File: config.mk
export PLATFORM = sky130hd
export DESIGN_NAME = damage_gate_logic
export DESIGN_NICKNAME = d
export VERILOG_FILES = /design/src/rtl/damage_gate_logic.sv
export SDC_FILE = /design/constraint.sdc
export NUM_CORES = 1
export LEC_CHECK = 0
export ABC_AREA = 1
export ABC_CLOCK_PERIOD_IN_PS = 1500
export BUFFER_PORTS_ARGS = -buffer_cell sky130_fd_sc_hd__buf_2
export CORE_ASPECT_RATIO = 1.25
export CORE_UTILIZATION = 52
export DETAILED_ROUTE_END_ITERATION = 8
export GPL_ROUTABILITY_DRIVEN = 0
export GPL_TIMING_DRIVEN = 0
export PLACE_DENSITY_LB_ADDON = 0.2
export SKIP_CTS_REPAIR_TIMING = 1
export SLEW_MARGIN = 20
export SYNTH_ARGS = -nofsm -noshare
export SYNTH_HDL_FRONTEND = slang
export SYNTH_SLANG_ARGS = --single-unit
File: constraint.sdc
create_clock -name clk -period 1.5 [get_ports clk]
set_clock_uncertainty 0.2 [all_clocks]
set_input_delay 0.15 -clock clk [delete_from_list [all_inputs] [get_ports clk]]
set_output_delay 0.15 -clock clk [all_outputs]
set_load 0.05 [all_outputs]
File: src/rtl/damage_gate_logic.sv
// Damage gate for the player sprite: turns collision levels into single hit / extra-life
// pulses, runs the post-hit invulnerability window with sprite blinking, and latches death.
module damage_gate_logic #(
  parameter logic [7:0] INVULN_FRAMES = 8'd120,
  parameter logic [7:0] BLINK_HALF    = 8'd4
) (
  input  logic clk,
  input  logic resetN,
  input  logic startOfFrame,
  input  logic collision_explosion,
  input  logic collision_enemy,
  input  logic collision_heart,
  input  logic player_died,
  output logic player_hit,
  output logic increase_heart,
  output logic heart_taken,
  output logic invulnerable,
  output logic player_visible
);

  typedef enum logic [1:0] {StIdle, StHit, StInvuln, StDead} state_e;

  state_e     state_q;
  logic [7:0] frame_cnt_q;
  logic [7:0] blink_cnt_q;
  logic       heart_prev_q;
  logic       heart_pend_q;
  logic       player_hit_q;
  logic       increase_heart_q;
  logic       heart_taken_q;
  logic       invulnerable_q;
  logic       player_visible_q;

  logic damage;
  logic heart_rise;
  logic heart_event;
  logic heart_ok;
  logic last_frame;
  logic blink_wrap;

  always_comb begin
    damage      = collision_explosion | collision_enemy;
    heart_rise  = collision_heart & ~heart_prev_q;
    heart_event = heart_rise | heart_pend_q;
    // A heart seen while a hit is being launched is deferred so the two pulses never overlap
    // and the extra life always follows the damage.
    heart_ok    = (state_q == StInvuln) | ((state_q == StIdle) & ~damage);
    last_frame  = (frame_cnt_q == 8'd1);
    blink_wrap  = (blink_cnt_q == (BLINK_HALF - 8'd1));
  end

  always_ff @(posedge clk) begin
    if (!resetN) begin
      state_q          <= StIdle;
      frame_cnt_q      <= 8'd0;
      blink_cnt_q      <= 8'd0;
      heart_prev_q     <= 1'b0;
      heart_pend_q     <= 1'b0;
      player_hit_q     <= 1'b1;
      increase_heart_q <= 1'b1;
      heart_taken_q    <= 1'b0;
      invulnerable_q   <= 1'b0;
      player_visible_q <= 1'b1;
    end else begin
      heart_prev_q     <= collision_heart;
      player_hit_q     <= 1'b1;
      increase_heart_q <= 1'b1;
      heart_taken_q    <= 1'b0;

      if (player_died) begin
        state_q          <= StDead;
        frame_cnt_q      <= 8'd0;
        blink_cnt_q      <= 8'd0;
        heart_pend_q     <= 1'b0;
        invulnerable_q   <= 1'b0;
        player_visible_q <= 1'b1;
      end else begin
        case (state_q)
          StIdle: begin
            invulnerable_q   <= 1'b0;
            player_visible_q <= 1'b1;
            if (damage) begin
              state_q <= StHit;
            end
          end
          StHit: begin
            player_hit_q     <= 1'b0;
            frame_cnt_q      <= INVULN_FRAMES;
            blink_cnt_q      <= 8'd0;
            invulnerable_q   <= 1'b1;
            player_visible_q <= 1'b1;
            state_q          <= StInvuln;
          end
          StInvuln: begin
            invulnerable_q <= 1'b1;
            if (startOfFrame) begin
              if (last_frame) begin
                state_q          <= StIdle;
                frame_cnt_q      <= 8'd0;
                blink_cnt_q      <= 8'd0;
                invulnerable_q   <= 1'b0;
                player_visible_q <= 1'b1;
              end else begin
                frame_cnt_q <= frame_cnt_q - 8'd1;
                if (blink_wrap) begin
                  blink_cnt_q      <= 8'd0;
                  player_visible_q <= ~player_visible_q;
                end else begin
                  blink_cnt_q <= blink_cnt_q + 8'd1;
                end
              end
            end
          end
          StDead: begin
            invulnerable_q   <= 1'b0;
            player_visible_q <= 1'b1;
          end
          default: begin
            state_q <= StIdle;
          end
        endcase

        if (heart_event) begin
          if (heart_ok) begin
            increase_heart_q <= 1'b0;
            heart_taken_q    <= 1'b1;
            heart_pend_q     <= 1'b0;
          end else if (state_q != StDead) begin
            heart_pend_q <= 1'b1;
          end
        end
      end
    end
  end

  assign player_hit     = player_hit_q;
  assign increase_heart = increase_heart_q;
  assign heart_taken    = heart_taken_q;
  assign invulnerable   = invulnerable_q;
  assign player_visible = player_visible_q;

endmodule

==> results.txt, run 1 <==
The number of placed instances with taps included was 247. The worst hold path belongs to the class in2reg. The run finished, with violations left.

Dividing the detail-routed wire length by the instance count gives 12.55 µm. Synthesis handed over a netlist of 203 instances. Setup repair after global routing could not meet its margin everywhere.

The final count of pins violating max slew is 0, and the count of inserted antenna diode cells is 0. The maximum fanout count along the critical path was 6. The largest total area in the synthesized netlist belongs to sky130_fd_sc_hd__dfxtp_1. The highest achievable clock rate was 613.3 MHz; the maximum count of clock buffers along a single path was 2. The tools report the initial core utilization as 56.11%.

The most common cell after layout, fill and taps aside is sky130_fd_sc_hd__nand2_1. In the layout the commonest cells are sky130_fd_sc_hd__nand2_1, sky130_fd_sc_hd__inv_1, sky130_fd_sc_hd__dfxtp_1. The overall routed net length is 3.313 mm. The worst supply voltage drop on vdd was 752.0 µV. Max-cap violations in this run came to 0. The slowest stage of the critical path belongs to the cell sky130_fd_sc_hd__dfxtp_4. The number of hold-slack violations in the final timing report is 2, and the worst max-slew margin expressed relative to the limit is 65.60%. The region available for standard cell placement spans 2477 µm².

The share of final-layout standard cells stronger than drive strength 1 works out to 25.54%. Areal power density over the cells: 917.8 nW/µm². The logs give 5.078 mm for the global-route wire length before repair and -0.2028 ns for the post-place setup slack. The setup path with the least slack is of type reg2reg. Across every metal layer, demand over resource in global routing totals 24.81%. The register area share after synthesis is 36.00%. The logs give 0 for the number of antenna violations at the first check in global routing and 2885 µm² for the total die area. The clock net in this run drives a total of 25 sinks. After detailed routing, the number of remaining DRC violations is 0.

Total of fill cells in the finished design: 197. Summed over all nets, the half-perimeter wirelength after detailed placement is 2.297 mm. The clock transition at the register clock pins on the worst setup and hold paths after CTS was 0.14 ns. Using the TritonRoute via totals, the vias-per-cell ratio works out to 5.311. CTS placed an instance of sky130_fd_sc_hd__clkbuf_4 at the clock tree root. The die is 59.81 µm tall. The signal on the critical path passes through buf_12 > ha_4 > nand2_8 > clkinvlp_4 > a21oi_2 > o21ai_1 > a21oi_1. The synthesized area divided by synthesized cell count was 6.848 µm². Growth of design area from synthesis to finish: 25.56%.

In this run the remaining antenna-violating nets after routing total 0. After floorplanning, the core was divided into 20 placement rows. When the netlist entered floorplanning its net count stood at 218. Share of Yosys cell area claimed by the top area cell type: 36.00%. Yosys printed 0 warnings.

After global routing the overflow that remains totals 0. For the pin with the worst max-slew slack, the measured transition is 0.5161 ns. For the utilization of the core after routing, the log shows 70.45%. After synthesis the cells add up to 1390 µm². Entering global routing, the biggest net connects 15 pins.

The longest individual stage delay on the worst path is 0.38 ns, and the data required time of the worst path is 1.56 ns. The finished layout holds 264 standard cells, fillers aside. The tools report the worst path setup slack after routing as -0.1305 ns. The worst path needs 1.631 ns of the cycle, external delays included. By area the synthesized netlist is led by sky130_fd_sc_hd__dfxtp_1, sky130_fd_sc_hd__nand2_1, sky130_fd_sc_hd__inv_1, sky130_fd_sc_hd__a21oi_1, sky130_fd_sc_hd__ha_1. The number of different library cells used by synthesis comes to 25.

Summing over every cut layer, the via total after detailed routing is 1402. The final-layout worst hold slack was -0.1414 ns. The pre-antenna-repair detailed-routing pass consisted of 4 iterations. The later pin in the worst-skew pair is clocked with a latency of 0.32 ns. The count of port buffers added during placement was 11. The static leakage power was 0.7380 nW; the die extent in x was 48.25 µm. Final period utilization: 108.7%. The checks that failed: negative hold slack, negative setup slack. The number of buffers added by the clock tree synthesis step was 3; the endpoint arrival time on the critical path was 1.70 ns. The via count of the first global-routing pass is 1236, and the setup violation total in the final timing report is 18. The flip-flop and latch count after synthesis came out at 25. The worst setup path is launched from a flip-flop. After the last flow step, the layout net total stands at 247.

The CTS H-tree depth is 1. The number of design-rule violations left by the first detailed-router iteration is 56. 12 I/O pins were placed. STA classifies the critical path endpoint as a flip-flop.

TritonCTS built the clock tree.
-- Yosys cell counts --
cell and count:
sky130_fd_sc_hd__a21oi_1 21, sky130_fd_sc_hd__buf_6 1, sky130_fd_sc_hd__ha_1 8, sky130_fd_sc_hd__clkbuf_1 1, sky130_fd_sc_hd__nand4_1 6, sky130_fd_sc_hd__nand3_1 17
sky130_fd_sc_hd__dfxtp_1 25, sky130_fd_sc_hd__o2111ai_1 1, sky130_fd_sc_hd__o21ai_1 1, sky130_fd_sc_hd__o22ai_1 1, sky130_fd_sc_hd__xor2_1 1, sky130_fd_sc_hd__o21a_1 1
sky130_fd_sc_hd__buf_4 1, sky130_fd_sc_hd__o21ai_0 9, sky130_fd_sc_hd__nor2_2 1, sky130_fd_sc_hd__or2_0 1, sky130_fd_sc_hd__nor2_4 2, sky130_fd_sc_hd__inv_1 30
sky130_fd_sc_hd__or2_2 3, sky130_fd_sc_hd__nand2_2 3, sky130_fd_sc_hd__nor2_1 19, sky130_fd_sc_hd__inv_2 2, sky130_fd_sc_hd__nand2_1 45, sky130_fd_sc_hd__nand3_2 1
sky130_fd_sc_hd__o21bai_1 2
-- flip-flops by register name, indices dropped and copies added (netlist names) --
| name | flops |
|---|---|
| heart_prev_q | 1 |
| heart_pend_q | 1 |
| heart_taken | 1 |
| invulnerable | 1 |
| blink_cnt_q | 8 |
| state_q | 2 |
| player_visible | 1 |
| player_hit | 1 |
| increase_heart | 1 |
| frame_cnt_q | 8 |
-- per-stage QoR --
| stage | power, mW | setup TNS, ns | instance area [µm²] | hold WS, ns |
|---|---|---|---|---|
| floorplan | 1.065 | 0 | 1400 | 0.04345 |
| global placement | 1.143 | -1.634 | 1496 | 0.1502 |
| detailed placement | 1.163 | -2.190 | 1496 | 0.1559 |
| CTS | 1.459 | -2.683 | 1524 | -0.1824 |
| global route | 1.681 | -2.424 | 1745 | -0.1460 |
| finish | 1.602 | -1.061 | 1745 | -0.1414 |
-- report_power, final --
| part | total [mW] | leakage (nW) | switching (mW) | internal (mW) |
|---|---|---|---|---|
| Sequential | 0.742 | 0.206 | 0.0369 | 0.705 |
| Combinational | 0.547 | 0.514 | 0.320 | 0.227 |
| Clock | 0.312 | 0.0177 | 0.212 | 0.100 |
| Total | 1.60 | 0.738 | 0.569 | 1.03 |
-- worst max-delay path: cells and delay by family, from the launching register on --
family	cells	cell delay (ns)
buffers and inverters	2	0.28
adder cells (fa/ha/maj)	1	0.19
flip-flops	1	0.38
AO/OA/AOI/OAI	3	0.42
AND/OR/NAND/NOR	1	0.09
-- area by class of cell --
| type | count | area [µm²] | share of cell area, % |
|---|---|---|---|
| inverters | 32 | 128.9 | 7.384 |
| flip-flops and latches | 25 | 511.7 | 29.32 |
| clock buffers | 3 | 22.52 | 1.290 |
| multi-input cells | 143 | 824.5 | 47.24 |
| plain buffers | 3 | 26.28 | 1.505 |
| well taps | 33 | 41.29 | 2.366 |
| repair buffers | 24 | 185.2 | 10.61 |
| clock inverters | 1 | 5.005 | 0.2867 |
-- logic make-up after synthesis --
| group | Yosys count | synth area share (%) |
|---|---|---|
| adder cells (fa/ha/maj) | 8 | 7.201 |
| buffers and inverters | 35 | 10.26 |
| AND/OR/NAND/NOR | 98 | 32.04 |
| flip-flops | 25 | 36.00 |
| XOR/XNOR | 1 | 0.6302 |
| AO/OA/AOI/OAI | 36 | 13.86 |
-- worst paths after layout --
path	to	cells after the start	startpoint	slack, ns
worst max-delay path	frame_cnt_q[6]	7	state_q[1]	-0.13
worst min-delay path	state_q[0]	3	resetN	-0.14
worst max register to register	frame_cnt_q[6]	7	state_q[1]	-0.13
worst min register to register	blink_cnt_q[1]	2	blink_cnt_q[1]	0.30
-- metal layers --
metal	track usage (%)	wire [µm]	up-vias
met5	0	0	-
met4	9.921	36	0
met3	3.625	97	4
met2	43.43	1749	29
met1	28.73	1430	661
li1	-	-	708
Note: power is estimated with default switching activity, not from simulation.
==> run 2, diff against run 1 <==
--- a/config.mk
+++ b/config.mk
@@ -13,6 +13,7 @@
 export DETAILED_ROUTE_END_ITERATION = 8
 export GPL_ROUTABILITY_DRIVEN = 0
 export GPL_TIMING_DRIVEN = 0
+export HOLD_SLACK_MARGIN = 0.12
 export PLACE_DENSITY_LB_ADDON = 0.2
 export SKIP_CTS_REPAIR_TIMING = 1
 export SLEW_MARGIN = 20
==> results.txt, run 2 (synthesized netlist as in run 1, its figures left out) <==
For this configuration, the core starts out at a cell density of 56.11%. Setup repair after global routing could not meet its margin everywhere. For the number of buffers added by the clock tree synthesis step, the log shows 3.

In the final layout, the registers with the most flip-flops are blink_cnt_q: 8 flops, frame_cnt_q: 8 flops, state_q: 2 flops. The analysis attributes to cell leakage a power of 0.7491 nW. The min-delay analysis places its worst path in the category in2reg. The data required time of the worst path was 1.54 ns. In the layout the commonest cells are sky130_fd_sc_hd__nand2_1, sky130_fd_sc_hd__inv_1, sky130_fd_sc_hd__dfxtp_1. Setup violations remaining at the end of the flow were counted as 18. The number of hold-slack violations in the final timing report is 2. For this run, the share of the core covered by cells in the final layout is 71.67%.

Critical path endpoint category: a flip-flop. In the final routed layout, each cell accounts on average for 12.70 µm. The library cell used most frequently in the layout, excluding fill and tap cells, is sky130_fd_sc_hd__nand2_1.

The shortest period the worst path allows came out at 1.624 ns. Counting along the longest clock path gives a buffer depth of 2. The repair_antennas step left the layout with diodes totalling 0. In this run, placement finished with an instance count of 247. Global routing consumed, over all layers together, 24.81% of the routing resources. The via count of the first global-routing pass was 1236.

In this run the worst path has a maximum fanout of 5. Startpoint class of the critical path: a flip-flop. At the worst endpoint, the arrival time is 1.67 ns. The number of cells on the worst reg-to-reg path was 9. The launch instance of the worst min-delay path is resetN. The floorplan step set the die height to 59.81 µm. The first global-routing pass estimated 5.078 mm of wire. Share of final-layout standard cells stronger than drive strength 1: 25.21%. The clock network accounts for 19.6% of the total power. The total die area came out at 2885 µm². At the placement stage, the worst setup path has a slack of -0.2028 ns. For this run the aggregate overflow at the end of global routing stands at 0. In the routed design, unresolved DRC markers number 0. The final-layout worst hold slack was -0.1467 ns. The final critical path takes up 108.2% of the cycle. For this design, the sink count on the clock tree is 25. The detailed-route vias per instance came out at 5.330. After legalization and detailed placement, the total HPWL measured 2.297 mm. Reg-to-reg endpoint: frame_cnt_q[0].

The part of the total power dissipated in combinational logic is 34.4%, and the areal power density over the cells is 907.6 nW/µm². The final reports fail on negative hold slack, negative setup slack. The routed design has 3.391 mm of wire. The classification of the worst setup path was reg2reg. The startpoint identified for the worst register-to-register timing path is state_q[1].

The net count of the finished layout is 250. Entering global routing, the biggest net connects 15 pins. The switching part of the total is 35.57%.

Once detail routing completed, the nets flagged for antenna violations numbered 0. The worst register-to-register path has a setup slack of -0.12 ns. For hold timing, the worst endpoint is state_q[0]. The length of the first detailed-routing pass in iterations is 4. Measured against its own limit, the worst slew margin works out to 63.71%. The number of standard-cell rows in the floorplan was 20; the total number of vias was 1423.

The cell sitting at the root of the clock tree is a sky130_fd_sc_hd__clkbuf_4. From synthesis to final layout, the design area changed by 27.72%. The tools report the number of design-rule violations left by the first detailed-router iteration as 51. During I/O placement, the number of pins put on the boundary was 12.

The worst path setup slack after routing is -0.1237 ns. The number of non-filler instances in the completed layout came out at 267. The power dissipated by switching net loads came out at 0.5732 mW.

The count of port buffers added during placement was 11. The tools report the number of max-cap violations as 0. The later-pin clock latency in the skew report is 0.33 ns.

Number of antenna violations at the first check in global routing: 0. TritonCTS built the clock tree. The proportion of power drawn by flip-flops and latches is 46.0%, and the die extent in x is 48.25 µm. Derived from the worst setup path, the maximum achievable clock frequency is 615.9 MHz. Cell internal power was estimated by the tool at 1.038 mW.

Across the VDD grid, the largest voltage drop is 788.8 µV. Counting instances, the worst hold path has a depth of 3. Clock-pin slew was measured on the worst setup and hold paths at 0.14 ns. The CTS H-tree depth came out at 1.

The flow ran to the end, but the final reports show violations. The final count of pins violating max slew was 0; the area of the placeable core was 2477 µm². The slew at the pin closest to its max-slew limit is 0.5444 ns.
==> run 2: power by group through the flow <==
stage | Sequential (mW) | Clock [mW] | Combinational, mW
final | 0.741 | 0.315 | 0.555
after global routing | 0.746 | 0.334 | 0.604
after detailed placement | 0.749 | 0 | 0.414
after floorplan | 0.776 | 0 | 0.289
after CTS | 0.734 | 0.309 | 0.416
after global placement | 0.748 | 0 | 0.395
==> run 2: worst max-delay path by stage <==
stage                from              to  slack [ns]  depth (start not counted)
2_1_floorplan  state_q[1]      state_q[0]       0.005                          9
5_1_grt        state_q[1]  frame_cnt_q[0]       -0.17                          9
6_report       state_q[1]  frame_cnt_q[0]       -0.12                          9
4_1_cts        state_q[0]      state_q[0]       -0.22                          7
3_5_place_dp   state_q[0]      state_q[0]       -0.20                          7
3_3_place_gp   state_q[0]      state_q[1]       -0.14                          7
==> run 2: area by class of cell <==
class	instances	area, µm²
multi-input cells	143	824.5
fillers	192	701.9
repair buffers	27	215.2
inverters	32	128.9
well taps	33	41.29
clock buffers	3	22.52
flip-flops and latches	25	511.7
plain buffers	3	26.28
clock inverters	1	5.005
==> run 2: routing by layer <==
layer | vias to the layer above | routed length [µm] | track usage [%]
met1 | 681 | 1473 | 28.73
met4 | 0 | 36 | 9.921
met3 | 4 | 103 | 3.625
li1 | 715 | - | -
met2 | 23 | 1777 | 43.43
met5 | - | 0 | 0
==> run 2: through the flow <==
| step | TNS, ns | instance area (µm²) | total power, mW |
|---|---|---|---|
| 6_report | -1.204 | 1775 | 1.611 |
| 5_1_grt | -2.323 | 1775 | 1.685 |
| 4_1_cts | -2.683 | 1524 | 1.459 |
| 3_5_place_dp | -2.190 | 1496 | 1.163 |
| 3_3_place_gp | -1.634 | 1496 | 1.143 |
| 2_1_floorplan | 0 | 1400 | 1.065 |
==> run 2: worst max-delay path: stages (launching register included) <==
cell	delay [ns]
sky130_fd_sc_hd__dfxtp_4	0.38
sky130_fd_sc_hd__buf_12	0.12
sky130_fd_sc_hd__ha_4	0.19
sky130_fd_sc_hd__inv_4	0.08
sky130_fd_sc_hd__nand2_4	0.06
sky130_fd_sc_hd__nand2_2	0.09
sky130_fd_sc_hd__inv_2	0.06
sky130_fd_sc_hd__buf_6	0.13
sky130_fd_sc_hd__o21ai_1	0.16
sky130_fd_sc_hd__nor2_1	0.06
